$ cat config.mk
export PLATFORM = sky130hd
export DESIGN_NAME = pdm_cic_decimator
export DESIGN_NICKNAME = d
export VERILOG_FILES = /design/src/rtl/pdm_cic_decimator.sv
export SDC_FILE = /design/constraint.sdc
export NUM_CORES = 1
export LEC_CHECK = 0
export ABC_AREA = 0
export ABC_CLOCK_PERIOD_IN_PS = 16900
export BUFFER_PORTS_ARGS = -buffer_cell sky130_fd_sc_hd__buf_2
export CORE_MARGIN = 3
export CORE_UTILIZATION = 65
export CTS_CLUSTER_SIZE = 30
export DETAILED_ROUTE_END_ITERATION = 8
export GPL_ROUTABILITY_DRIVEN = 0
export PLACE_DENSITY = 0.83
export SLEW_MARGIN = 5
export SYNTH_ARGS = -nofsm -noshare
export SYNTH_HDL_FRONTEND = slang
export SYNTH_SLANG_ARGS = --single-unit
$ cat constraint.sdc
create_clock -name clk -period 16.9 [get_ports clk]
set_clock_uncertainty 0.15 [all_clocks]
set_input_delay 0.845 -clock clk [delete_from_list [all_inputs] [get_ports clk]]
set_output_delay 0.845 -clock clk [all_outputs]
set_load 0.05 [all_outputs]
$ cat src/rtl/pdm_cic_decimator.sv
// PDM microphone front end: generates the mic bit clock and decimates the 1-bit
// stream through a 3rd-order CIC (R=64, M=1) into 19-bit signed PCM samples.
module pdm_cic_decimator #(
   parameter int CLK_DIV = 4
) (
   input  logic        clk,
   input  logic        rst_n,
   input  logic        enable,
   input  logic        pdm_in,
   output logic        pdm_clk,
   output logic [18:0] pcm_data,
   output logic        pcm_valid
);
   localparam int            DW       = $clog2(CLK_DIV);
   localparam logic [DW-1:0] DIV_LAST = DW'(CLK_DIV - 1);
   localparam logic [DW-1:0] DIV_HALF = DW'(CLK_DIV / 2);

   logic [DW-1:0] div_cnt_q, div_cnt_d;
   logic          pdm_clk_q, pdm_clk_d;
   logic [5:0]    bit_cnt_q, bit_cnt_d;
   logic          dec_flag_q, dec_flag_d;
   logic [1:0]    warm_cnt_q, warm_cnt_d;
   logic [19:0]   i1_q, i1_d, i2_q, i2_d, i3_q, i3_d;
   logic [19:0]   d1_q, d1_d, d2_q, d2_d, d3_q, d3_d;
   logic [18:0]   pcm_data_q, pcm_data_d;
   logic          pcm_valid_q, pcm_valid_d;

   logic          sample_en;
   logic [19:0]   x, c1, c2, c3;

   always_comb begin
      // NOTE: every _d gets its hold value first so no path leaves it unassigned (no latches).
      div_cnt_d   = div_cnt_q;
      pdm_clk_d   = pdm_clk_q;
      bit_cnt_d   = bit_cnt_q;
      warm_cnt_d  = warm_cnt_q;
      i1_d        = i1_q;
      i2_d        = i2_q;
      i3_d        = i3_q;
      d1_d        = d1_q;
      d2_d        = d2_q;
      d3_d        = d3_q;
      pcm_data_d  = pcm_data_q;
      pcm_valid_d = 1'b0;

      sample_en = (div_cnt_q == DIV_LAST);
      x         = pdm_in ? 20'h0_0001 : 20'hF_FFFF;
      c1        = i3_q - d1_q;
      c2        = c1 - d2_q;
      c3        = c2 - d3_q;

      div_cnt_d  = sample_en ? '0 : div_cnt_q + 1'b1;
      pdm_clk_d  = (div_cnt_d < DIV_HALF);
      dec_flag_d = sample_en && (bit_cnt_q == 6'd63);

      // Integrator chain uses the freshly updated upstream value each step.
      if (sample_en) begin
         i1_d      = i1_q + x;
         i2_d      = i2_q + i1_d;
         i3_d      = i3_q + i2_d;
         bit_cnt_d = bit_cnt_q + 6'd1;
      end

      if (dec_flag_q) begin
         d1_d = i3_q;
         d2_d = c1;
         d3_d = c2;
         // Only full-scale positive (+2^18) is out of 19-bit range.
         if (warm_cnt_q == 2'd3) begin
            pcm_data_d  = (c3 == 20'h4_0000) ? 19'h3_FFFF : c3[18:0];
            pcm_valid_d = 1'b1;
         end else begin
            warm_cnt_d = warm_cnt_q + 2'd1;
         end
      end

      if (!enable) begin
         div_cnt_d   = '0;
         pdm_clk_d   = 1'b0;
         bit_cnt_d   = '0;
         dec_flag_d  = 1'b0;
         warm_cnt_d  = '0;
         i1_d        = '0;
         i2_d        = '0;
         i3_d        = '0;
         d1_d        = '0;
         d2_d        = '0;
         d3_d        = '0;
         pcm_data_d  = '0;
         pcm_valid_d = 1'b0;
      end
   end

   // NOTE: state registers use non-blocking assignments so all flops update together.
   always_ff @(posedge clk or negedge rst_n) begin
      if (!rst_n) begin
         div_cnt_q   <= '0;
         pdm_clk_q   <= 1'b0;
         bit_cnt_q   <= '0;
         dec_flag_q  <= 1'b0;
         warm_cnt_q  <= '0;
         i1_q        <= '0;
         i2_q        <= '0;
         i3_q        <= '0;
         d1_q        <= '0;
         d2_q        <= '0;
         d3_q        <= '0;
         pcm_data_q  <= '0;
         pcm_valid_q <= 1'b0;
      end else begin
         div_cnt_q   <= div_cnt_d;
         pdm_clk_q   <= pdm_clk_d;
         bit_cnt_q   <= bit_cnt_d;
         dec_flag_q  <= dec_flag_d;
         warm_cnt_q  <= warm_cnt_d;
         i1_q        <= i1_d;
         i2_q        <= i2_d;
         i3_q        <= i3_d;
         d1_q        <= d1_d;
         d2_q        <= d2_d;
         d3_q        <= d3_d;
         pcm_data_q  <= pcm_data_d;
         pcm_valid_q <= pcm_valid_d;
      end
   end

   assign pdm_clk   = pdm_clk_q;
   assign pcm_data  = pcm_data_q;
   assign pcm_valid = pcm_valid_q;

endmodule

### After elaboration in Yosys (flattened, before gate mapping)

Index checks and enable logic that the tools add are counted.

* bits in registers: 152
* bits of input ports: 4

* add/subtract/negate cells: 9
* magnitude comparators: 1
* eq/ne operators: 8
* mux-type cells: 29
* reductions and logical operators: 3

Operator list (count)
* $mux 20: 13
* $mux 19: 4
* $add 20x20->20: 3
* $sub 20x20->20: 3
* $eq 20x19->1 const B: 1
* $mux 6: 2
* $mux 2: 5
* $add 6x1->6 const B: 1
* $eq 6x6->1 const B: 1
* $ne 2x1->1 const B: 3
* $mux 1: 5
* $add 2x1->2 const B: 2
* $eq 2x2->1 const B: 2
* $reduce_and 2->1: 2
* $lt 2x2->1 const B: 1
* $ne 2x2->1 const B: 1
* $logic_and 1x1->1: 1

### Depth between registers and ports, before layout

* word-level depth: 8
* gate-level depth with buffers: 33
* mapped depth without buffers: 32

### Least setup slack after synthesis

Ideal clock, no wire load.

* kind: input -> register
* from: input pdm_in
* to: register i3_q[19]
* setup time: 132 ps
* data arrival time: 5867 ps
* slack: 10751 ps
* stages: 28
* buffers on the path: 0
* cells stage by stage: inv_1 -> ha_1 -> nor2b_1 -> o21ai_1 -> a21boi_0 -> o21ai_0 -> nand2_1 -> a21o_1 -> a21oi_1 -> xnor2_1 -> ha_1 -> a21o_1 -> a41oi_1 -> nand2_1 -> a21o_1 -> or3_1 -> a21oi_1 -> xnor2_1 -> ha_1 -> or3_1 -> o21ai_0 -> a31oi_1 -> a41o_1 -> o41ai_1 -> xor2_1 -> nand2_1 -> xor2_1 -> nor2_1

* longest elaborated chain between the ends: 6

Ends and longest elaborated chain
* start, declared: line 9 `input logic pdm_in,`
* $mux 20: line 47 `x = pdm_in ? 20'h0_0001 : 20'hF_FFFF;`
* $add 20x20->20: line 58 `i1_d = i1_q + x;`
* $add 20x20->20: line 59 `i2_d = i2_q + i1_d;`
* $add 20x20->20: line 60 `i3_d = i3_q + i2_d;`
* $mux 20: line 57 `if (sample_en) begin`
* $mux 20: line 77 `if (!enable) begin`
* end signal, assigned: line 118 `i3_q <= i3_d;`
* end, declared: line 23 `logic [19:0] i1_q, i1_d, i2_q, i2_d, i3_q, i3_d;`

Every way passes these cells. The select of a mux whose other input is x is not followed.
A chain may end at the register's enable or synchronous reset.

### Worst setup path in the final report

* from: register i3_q[0]
* to: register pcm_data_q[16] (netlist: pcm_data[16])

* longest elaborated chain between the ends: 8

Ends and longest elaborated chain
* $sub 20x20->20 (*): line 48 `c1 = i3_q - d1_q;`
* $sub 20x20->20 (*): line 49 `c2 = c1 - d2_q;`
* $sub 20x20->20 (*): line 50 `c3 = c2 - d3_q;`
* $eq 20x19->1: line 70 `pcm_data_d = (c3 == 20'h4_0000) ? 19'h3_FFFF : c3[18:0];`
* $mux 19 (*): line 70
* $mux 19 (*): line 69 `if (warm_cnt_q == 2'd3) begin`
* $mux 19 (*): line 64 `if (dec_flag_q) begin`
* $mux 19 (*): line 77
* end signal, assigned: line 122 `pcm_data_q <= pcm_data_d;`
* end, declared: line 25 `logic [18:0] pcm_data_q, pcm_data_d;`

Mark *: on every way between the ends. The rest lies on a longest branch, timed or not. The select of a mux whose other input is x is not followed.

==> metrics.md <==
| Metric | Value |
|---|---|
| Part of the Yosys area used for sequential elements | `33.7%` |
| Most used cell, CP | `a21o_1` |
| First DRT Iteration DRCs | `527` |
| Actual slew at the worst max-slew pin | `roughly 1.1 ns` |
| Slew margin rel. | `26.2%` |
| Number of buffers and inverters on the critical path | `2` |
| Final Critical Period | `6.81 ns` |
| Syn_nets | `1372` |
| Worst vdd rail ir drop | `155 uV` |
| Maximum root-to-sink buffer count | `2` |
| Fraction of synthesized cell area taken by the top area cell type | `33.7%` |
| Cell Area, Synth | `0.0113 mm^2` |
| Initial antenna violation count | `0` |
| Worst Path Arrival | `around 7.0 ns` |
| Power spent charging and discharging nets | `0.749 mW` |
| Largest stage delay on the critical path | `0.48 ns` |
| Initial Utilization | `67.2%` |
| Syn. warnings | `0` |
| Sw frac | `42.3%` |
| Post-synth EDFFs | `0` |
| Largest net degree at the start of global routing | `94` |
| Overall overflow remaining after global route | `0` |
| Area delta synth->final | `7.72%` |
| Internal power of the cells | `1.02 mW` |
| Post-synth top flop | `dfrtp_1` |
| First-pass iteration count of the detailed router | `5` |
| Via-per-instance ratio | `~5.9` |
| Classification of the worst setup path | `flip-flop to flip-flop` |
| Number of instances in the synthesized netlist | `1246` |
| Average wire length per cell after detail routing | `15.2 um` |
| Overall die height | `138 um` |
| Standard cell with the maximum stage delay on the critical path | `a211oi_1` |
| Post-layout instance area | `around 0.012 mm^2` |
| Pwr per Cell Area | `145 mW/mm^2` |
| RSZ-0062 raised after global routing | `false` |
| Placeable core region | `0.0168 mm^2` |
| Share of layout cells above drive strength 1 | `5.81%` |
| Synth top cells by count | `183 x nor2_1, 152 x dfrtp_1, 116 x ha_1, 106 x mux2i_1, 102 x inv_1` |
| Post-detailed-placement half-perimeter wirelength | `16000 um` |
| Result of the run | `completed` |
| Fin nets | `1386` |
| Cell at the root of the clock tree | `clkbuf_16` |
| Mean area per synthesized cell | `about 9.1 um^2` |
| Setup total negative slack | `0 ns` |
| Async set-reset flop share out of synthesis | `100%` |
| Final Hold Fails | `0` |
| Max cap viols | `0` |
| Hold crit path type | `input port to asynchronous set/reset pin` |
| Relative contribution of combinational cells to total power | `57.6%` |
| Post-CTS Setup Inserts | `0` |
| Clock latency reported for the late side of the worst-skew pair | `between 0.4 and 0.5 ns` |
| Horizontal extent of the die | `138 um` |
| Non-filler instance count after layout | `roughly 1500` |
| Post-detailed-route DRC marker count | `0` |
| Total CTS buffers | `17` |
| Worst setup slack after placement | `around 10 ns` |
| Crit path max-delay family | `compound AO/OA/AOI/OAI gates` |
| Number of placed I/O pins | `25` |
| Power Total | `1.77 mW` |
| Library cells used by synthesis | `66` |
| CTS tree | `done` |
| Num rows | `47` |
| Number of sinks handled by clock tree synthesis | `152` |
| Overall Global Routing Usage | `25.0%` |
| Yosys reg bits | `152` |
| Pleak | `5.71 nW` |
| Clock transition at the register clock pins on the worst setup and hold paths after CTS | `0.07 ns` |
| Flop pwr share | `21.5%` |
| Total count of max-transition violations in the final report | `0` |
| Total Die Area | `0.0190 mm^2` |
| Final period util | `between 40% and 50%` |
| Required @ worst endpoint | `~17 ns` |
| Synth area leaders | `dfrtp_1 34%, ha_1 13%, mux2i_1 9.4%, nor2_1 6.1%, xnor2_1 5.9%` |
| Htree depth | `4` |
| Post-route worst setup slack | `about 10 ns` |
| Most frequently used cell type in the post-synthesis netlist | `nor2_1` |
| Vias | `8782` |
| Number of hold-repair buffers added at the cts stage | `0` |
| Number of gates resized after cts | `0` |
| Highest clock rate | `147 MHz` |
| Antenna Nets Post-Route | `0` |
| Number of antenna diodes | `0` |
| # placed instances | `about 1500` |
| Area leader, netlist | `dfrtp_1` |
| Wire length of the first global-routing pass | `between 30000 and 40000 um` |
| Via count of the first global-routing pass | `8414` |
| Post-Place Cell Area | `0.0116 mm^2` |
| Detailed-route wire length | `22700 um` |
| CP Max Fanout | `18` |
| CP endpoint kind | `flip-flop` |
| Port-buffer cells | `24` |
| Number of endpoints failing setup at the final stage | `0` |
| Startpoint type of the worst setup path | `flip-flop` |
| Power share of the clock group | `approximately a fifth` |
[registers in the layout, summed over array words and instances, names as in the netlist]
| register | count |
|---|---|
| pdm_clk | 1 |
| pcm_valid | 1 |
| d2_q | 20 |
| warm_cnt_q | 2 |
| dec_flag_q | 1 |
| bit_cnt_q | 6 |
| d3_q | 20 |
| i2_q | 20 |
| div_cnt_q | 2 |
| pcm_data | 19 |
| i3_q | 20 |
| i1_q | 20 |
| d1_q | 20 |
[layout by cell type (no fill, tap or decap), types with 6 or more instances in the layout]
| master | count |
|---|---|
| nor2_1 | 183 |
| dfrtp_1 | 151 |
| ha_1 | 115 |
| mux2i_1 | 106 |
| inv_1 | 102 |
| xnor2_1 | 76 |
| a21oi_1 | 71 |
| nand2_1 | 58 |
| a21o_1 | 39 |
| o21ai_0 | 38 |
| xor2_1 | 27 |
| buf_2 | 23 |
| o21a_1 | 21 |
| nand3_1 | 19 |
| nor3_1 | 17 |
| clkbuf_16 | 17 |
| a22oi_1 | 16 |
| a211oi_1 | 14 |
| nand2b_1 | 13 |
| nor2b_1 | 12 |
| o21bai_1 | 12 |
| or3_1 | 10 |
| o31ai_1 | 8 |
| and2_1 | 8 |
| a21boi_0 | 7 |
| a31oi_1 | 6 |
| and3_1 | 6 |
| o211ai_1 | 6 |
| fa_1 | 6 |
[cell type report]
type                    instances  area, um^2
repair buffers                 28         156
fillers                      1201        4650
clock inverters                14         139
clock buffers                  18         429
inverters                     104         392
flip-flops and latches        152        3810
well taps                     220         275
multi-input cells             957        6970
[kinds of logic after synthesis]
kind of cell | count (synthesis) | share of synthesized area, %
and+or+nand+nor | 350 | 14.0
AOI/OAI and AO/OA | 275 | 16.1
DFF | 152 | 33.7
buffers and inverters | 137 | 4.74
adders and majority gates | 122 | 13.9
muxes | 106 | 9.39
xor gates and xnor gates | 104 | 8.20
[worst reg2reg max path, delay by kind of cell (launching register included)]
family	cells	cell delay, ns
AO/OA/AOI/OAI	21	3.91
adder cells (fa/ha/maj)	4	1.17
XOR/XNOR	3	0.71
flip-flops	1	0.43
AND/OR/NAND/NOR	1	0.25
buffers and inverters	2	0.13
[final timing paths]
kind	start	end	slack, ns	depth (start not counted)
setup / recovery	i3_q[0]	pcm_data[16]	10.09	31
max in group asynchronous	rst_n	i1_q[1]	14.91	2
min in group clk	i1_q[16]	i1_q[16]	0.34	2
hold / removal	rst_n	pcm_data[0]	0.34	1
hold reg to reg	i1_q[16]	i1_q[16]	0.34	2
setup reg to reg	i3_q[0]	pcm_data[16]	10.09	31
[per-layer routing]
layer	vias up	share of wire (%)	global-route usage (%)
met1	4234	49	34.6
met3	34	2.8	4.53
met5	-	0	0
met4	0	1.6	6.81
li1	4383	-	-
met2	131	47	40.4
[metrics by stage]
stage / hold WS (ns) / utilization (%)
global placement: 0.325 / 69.0
detailed placement: 0.326 / 69.0
CTS: 0.341 / 72.3
global route: 0.363 / 72.3
floorplan: 0.258 / -
finish: 0.339 / 72.3
[power by group through the flow]
stage	Combinational (mW)	Clock, mW	Sequential (mW)
final	1.02	0.370	0.380
after global routing	1.14	0.393	0.381
after CTS	1.01	0.376	0.380
after detailed placement	1.00	0	0.387
after global placement	0.982	0	0.387
after floorplan	0.827	0	0.386
(Power assumes the default switching activity.)
